File: src/rtl/nrs_pkg.sv
// rtl/nrs_pkg.sv - shared constants, FSM states and amplitude helper for the NRS pilot generator
package nrs_pkg;

  localparam logic [15:0] NRS_AMP_Q511 = 16'h05A8;
  localparam int          NRB_MAX      = 110;
  localparam int          NRS_DISCARD  = 2 * (NRB_MAX - 1);

  typedef enum logic [1:0] {
    IDLE,
    DISCARD,
    COLLECT,
    OUTPUT
  } nrs_state_t;

  // 0 -> +AMP, 1 -> -AMP (exact two's complement) at the default 16-bit width
  function automatic logic [15:0] nrs_bit2amp(input logic b);
    return b ? (~NRS_AMP_Q511 + 16'd1) : NRS_AMP_Q511;
  endfunction

endpackage

File: src/rtl/nrs_bit2qpsk.sv
// rtl/nrs_bit2qpsk.sv - combinational QPSK decision: bit pair to {re, im} of +/-AMP
module nrs_bit2qpsk #(
  parameter int                 W   = 16,
  parameter logic [W-1:0]       AMP = 16'h05A8
) (
  input  logic [1:0]   bits,
  output logic [W-1:0] re,
  output logic [W-1:0] im
);

  localparam logic [W-1:0] NEG_AMP = ~AMP + 1'b1;

  // bits[0] is c(2m) driving the real part, bits[1] is c(2m+1) driving the imaginary part
  assign re = bits[0] ? NEG_AMP : AMP;
  assign im = bits[1] ? NEG_AMP : AMP;

endmodule

File: src/rtl/nrs_qpsk_mapper_tx.sv
// rtl/nrs_qpsk_mapper_tx.sv - NB-IoT NRS pilot generator: drops leading Gold bits,
// collects 2 bits per pilot and streams QPSK pilots to the RE mapper
module nrs_qpsk_mapper_tx
  import nrs_pkg::*;
#(
  parameter int                           NRS_WIDTH_R_I = 16,
  parameter logic [NRS_WIDTH_R_I-1:0]     AMP           = NRS_WIDTH_R_I'(NRS_AMP_Q511),
  parameter int                           NUM_PILOTS    = 2,
  parameter int                           DISCARD_BITS  = NRS_DISCARD
) (
  input  logic                              clk,
  input  logic                              rst_n,
  input  logic                              start,
  input  logic                              gold_bit,
  input  logic                              gold_valid,
  output logic                              gold_ready,
  output logic [NRS_WIDTH_R_I-1:0]          nrs_r,
  output logic [NRS_WIDTH_R_I-1:0]          nrs_i,
  output logic [$clog2(NUM_PILOTS):0]       nrs_idx,
  output logic                              nrs_last,
  output logic                              nrs_valid,
  input  logic                              nrs_ready,
  output logic                              done
);

  localparam int BW = 2 * NUM_PILOTS;
  localparam int DW = (DISCARD_BITS > 0) ? $clog2(DISCARD_BITS + 1) : 1;
  localparam int CW = $clog2(BW + 1);
  localparam int IW = $clog2(NUM_PILOTS) + 1;
  localparam nrs_state_t START_ST = (DISCARD_BITS == 0) ? COLLECT : DISCARD;

  nrs_state_t              state, state_nxt;
  logic [DW-1:0]           disc_cnt;
  logic [CW-1:0]           col_cnt;
  logic [BW-1:0]           bbuf;
  logic [BW-1:0]           bbuf_shift;
  logic [1:0]              pair;
  logic [NRS_WIDTH_R_I-1:0] map_r, map_i;
  logic [IW-1:0]           idx_nxt;
  logic                    bit_xfer, pil_xfer, disc_last, col_last;

  assign bit_xfer   = gold_valid && gold_ready;
  assign pil_xfer   = nrs_valid && nrs_ready;
  assign disc_last  = (disc_cnt == DW'(DISCARD_BITS - 1));
  assign col_last   = (col_cnt == CW'(BW - 1));
  assign idx_nxt    = nrs_idx + 1'b1;
  // new bits enter at the top so that after BW shifts bit k sits at position k
  assign bbuf_shift = {gold_bit, bbuf[BW-1:1]};

  always_ff @(posedge clk or negedge rst_n) begin
    if (!rst_n) state <= IDLE;
    else        state <= state_nxt;
  end

  always_comb begin
    state_nxt = state;
    if (start) begin
      state_nxt = START_ST;
    end else begin
      case (state)
        DISCARD: if (bit_xfer && disc_last)  state_nxt = COLLECT;
        COLLECT: if (bit_xfer && col_last)   state_nxt = OUTPUT;
        OUTPUT:  if (pil_xfer && nrs_last)   state_nxt = IDLE;
        default: state_nxt = state;
      endcase
    end
  end

  always_comb begin
    gold_ready = 1'b0;
    case (state)
      DISCARD, COLLECT: gold_ready = 1'b1;
      default:          gold_ready = 1'b0;
    endcase
  end

  // pilot 0 comes straight from the completing shift; later pilots from the drained buffer
  always_comb begin
    pair = bbuf[1:0];
    if (state == COLLECT) pair = bbuf_shift[1:0];
  end

  nrs_bit2qpsk #(
    .W   (NRS_WIDTH_R_I),
    .AMP (AMP)
  ) u_bit2qpsk (
    .bits (pair),
    .re   (map_r),
    .im   (map_i)
  );

  always_ff @(posedge clk or negedge rst_n) begin
    if (!rst_n) begin
      disc_cnt  <= '0;
      col_cnt   <= '0;
      bbuf      <= '0;
      nrs_r     <= '0;
      nrs_i     <= '0;
      nrs_idx   <= '0;
      nrs_last  <= 1'b0;
      nrs_valid <= 1'b0;
      done      <= 1'b0;
    end else begin
      done <= 1'b0;
      if (start) begin
        disc_cnt  <= '0;
        col_cnt   <= '0;
        bbuf      <= '0;
        nrs_idx   <= '0;
        nrs_last  <= 1'b0;
        nrs_valid <= 1'b0;
      end else begin
        case (state)
          DISCARD: if (bit_xfer) disc_cnt <= disc_cnt + 1'b1;
          COLLECT: if (bit_xfer) begin
            col_cnt <= col_cnt + 1'b1;
            if (col_last) begin
              bbuf      <= bbuf_shift >> 2;
              nrs_r     <= map_r;
              nrs_i     <= map_i;
              nrs_idx   <= '0;
              nrs_last  <= (NUM_PILOTS == 1);
              nrs_valid <= 1'b1;
            end else begin
              bbuf <= bbuf_shift;
            end
          end
          OUTPUT: if (pil_xfer) begin
            if (nrs_last) begin
              nrs_valid <= 1'b0;
              nrs_last  <= 1'b0;
              done      <= 1'b1;
            end else begin
              bbuf     <= bbuf >> 2;
              nrs_r    <= map_r;
              nrs_i    <= map_i;
              nrs_idx  <= idx_nxt;
              nrs_last <= (idx_nxt == IW'(NUM_PILOTS - 1));
            end
          end
          default: ;
        endcase
      end
    end
  end

endmodule

File: config.mk
export PLATFORM = sky130hd
export DESIGN_NAME = nrs_qpsk_mapper_tx
export DESIGN_NICKNAME = d
export VERILOG_FILES = /design/src/rtl/nrs_pkg.sv /design/src/rtl/nrs_bit2qpsk.sv /design/src/rtl/nrs_qpsk_mapper_tx.sv
export SDC_FILE = /design/constraint.sdc
export NUM_CORES = 1
export LEC_CHECK = 0
export ABC_AREA = 0
export CORE_MARGIN = 2
export CORE_UTILIZATION = 52
export DETAILED_ROUTE_END_ITERATION = 6
export GPL_TIMING_DRIVEN = 0
export PLACE_DENSITY_LB_ADDON = 0.3
export SYNTH_ARGS = -nofsm -noshare
export SYNTH_HDL_FRONTEND = slang
export SYNTH_SLANG_ARGS = --single-unit
File: constraint.sdc
create_clock -name clk -period 4.5 [get_ports clk]
set_clock_uncertainty 0.2 [all_clocks]
set_input_delay 0.45 -clock clk [delete_from_list [all_inputs] [get_ports clk]]
set_output_delay 0.45 -clock clk [all_outputs]
set_load 0.01 [all_outputs]
==> reports/results.ini <==
[synth]
ys_async_sr_fraction_pct=100.0
syn_avg_cell_area_um2=9.699
synth.distinct_cells=38
synth_cells=177
yosysWarnings=0
synth_edf_count=0
yosys_register_bits=27
ys_seq_area_share_pct=39.36
synth-main-ff-cell=dfrtp_1
netlist_area_mm2=0.001717

[clock_network]
ctsResizeCount=0
numCtsBuffers=3
cts_sinks=27
clockBufferDepth=2
root_buffer=clkbuf_4
cts_tree=yes
clkTransAtPathRegs_ns=0.14
htree_levels=1
clock_latency_ns=0.32

[critical_path]
worst_path_max_delay_cell=or4b_4
r2r_cells=6
worstPathMaxFanout=6
crit_required_ns=4.52
critical_path.cell_chain=inv_1 -> ha_1 -> or4b_4 -> o311ai_4 -> nand3_2 -> mux2_4
cp-end-kind=register
cp.arrival_ns=2.51
crit_buf_inv=1
rrSetupSlack_ns=2.01
critPathCapture=state[1]
worstReg2RegEnd=state[1]
rr_startpoint=state[0]
critPathMaxStageDelay_ns=0.57
critPathKind=register to register
start_kind=register
crit_start=state[0]
critPathTopFamily=simple AND/OR/NAND/NOR gates
cp_num_cells=6

[floorplanning]
io_pins=44
chipHeight_um=61.46
core_area_mm2=0.003103
die_w_um=61.46
rows=20
die-area_mm2=0.003777
initial_utilization_pct=55.32

[drt]
ant_nets=0
drc=0
num_vias=1306
first_pass_iters=4
postRouteWirelength_um=3247
avgRoutedWirePerCell_um=12.12
viasPerCell=4.873
drt-initial-drc-count=13

[timing]
finalMaxSlewViolations=0
post-route-min-period_ns=2.487
rsz0062_at_grt=false
setup_viol=0
hold_viol=0
whs_ns=0.3157
fin_crit_sh_pct=55.28
max-slew-margin-rel_pct=59.59
max_slew.worst_pin.slew_ns=0.6061
fmax_mhz=402.0
setup_ws_ns=2.013
setup_tns_ns=0

[placement]
place_ws_ns=1.928
port_buffers=37
dp_hpwl_um=2517
gp_congestion=0.7906

[min_path]
hold_class=register to register

[final_layout]
diodes=0
multi_input_area_um2=784.5
nets=240
fillers=258
drive_gt1_share_pct=20.09
area_delta_synth_final_pct=27.70
mostFrequentLayoutCells=36 x clkdlybuf4s50_1, 27 x buf_4, 27 x dfrtp_1
seq_area_um2=675.6
layout_commonest_cell=clkdlybuf4s50_1

[pwr]
leakagePower_nw=1.031
cellPowerDensity_mw_per_mm2=548.5
p_total_mw=1.202
ir_drop_uv=310.9

[grt]
grt_overflow_total=0
grtUsageTotal_pct=18.17
antenna_found_initial=0
grt_pass1_wl_um=5175
grt_pass1_vias=1190
grt_max_degree=28

[run]
maxCapViolations=0

[run_status]
status=complete, no violations

## registers in the layout (all words and copies together), names as in the netlist
signal     count
nrs_idx        2
nrs_valid      1
nrs_r          2
state          2
col_cnt        3
nrs_last       1
nrs_i          3
done           1
disc_cnt       8
bbuf           4
## worst min path at each step
stage | startpoint | cells past startpoint | end
6_report | nrs_i[3] | 1 | nrs_i[3]
5_1_grt | nrs_i[3] | 1 | nrs_i[3]
4_1_cts | nrs_i[3] | 1 | nrs_i[3]
3_5_place_dp | nrs_i[3] | 1 | nrs_i[3]
3_3_place_gp | nrs_i[3] | 1 | nrs_i[3]
2_1_floorplan | rst_n | 0 | bbuf[0]
## power breakdown
| part | switching [mW] | leakage (nW) | internal, mW | total [mW] |
|---|---|---|---|---|
| Combinational | 0.300 | 0.665 | 0.429 | 0.729 |
| Sequential | 0.0647 | 0.351 | 0.304 | 0.369 |
| Clock | 0.0700 | 0.0150 | 0.0347 | 0.105 |
| Total | 0.435 | 1.03 | 0.768 | 1.20 |
## logic make-up (layout without fill, tap and decap cells)
logic type / count (synthesis) / count (layout) / synth area share [%]
AND/OR/NAND/NOR: 52 / 52 / 16.18
buffers and inverters: 46 / 88 / 16.03
flip-flops: 27 / 27 / 39.36
AO/OA/AOI/OAI: 22 / 22 / 9.841
multiplexers: 13 / 13 / 8.236
adder cells (fa/ha/maj): 9 / 9 / 6.560
XOR/XNOR: 7 / 7 / 3.571
other: 1 / 6 / 0.2184
## cell type report
type,instances,area share (%)
tap,44,2.511
inverter,13,2.226
buffer,33,10.33
clock buffer,4,1.199
sequential,27,30.82
multi-input combinational,109,35.79
timing repair buffer,38,17.12
## synth_stat cells, drive strengths merged, types with 5 or more instances
library cell,instances,area [um2]
buf,28,207.7
clkbuf,5,18.77
mux2i,7,70.07
dfrtp,27,675.7
mux2,6,71.31
a21oi,7,38.79
nand2,13,48.80
inv,13,48.80
a211oi,5,37.54
nor2,12,45.04
ha,9,112.6
## timing repair
| action | 4_1_cts | 5_1_grt |
|---|---|---|
| endpoints found under the hold margin | 0 | 27 |
| hold buffers | 0 | 1 |
| buffers inserted | 0 | 0 |
| setup endpoints to repair | 0 | 0 |
## stage by stage
step	area [um2]	utilization [%]	instances
after floorplan	1735	-	182
after global placement	2161	69.64	263
after detailed placement	2161	69.64	263
after CTS	2187	70.48	267
after global routing	2192	70.65	268
final	2192	70.65	268
## metal layers
| layer | routed length (um) | vias up | track usage [%] |
|---|---|---|---|
| li1 | - | 654 | - |
| met5 | 0 | - | 0 |
| met2 | 1740 | 30 | 34.19 |
| met3 | 120 | 2 | 2.101 |
| met4 | 8 | 0 | 4.863 |
| met1 | 1378 | 620 | 21.80 |
Note: power is estimated with default switching activity, not from simulation.
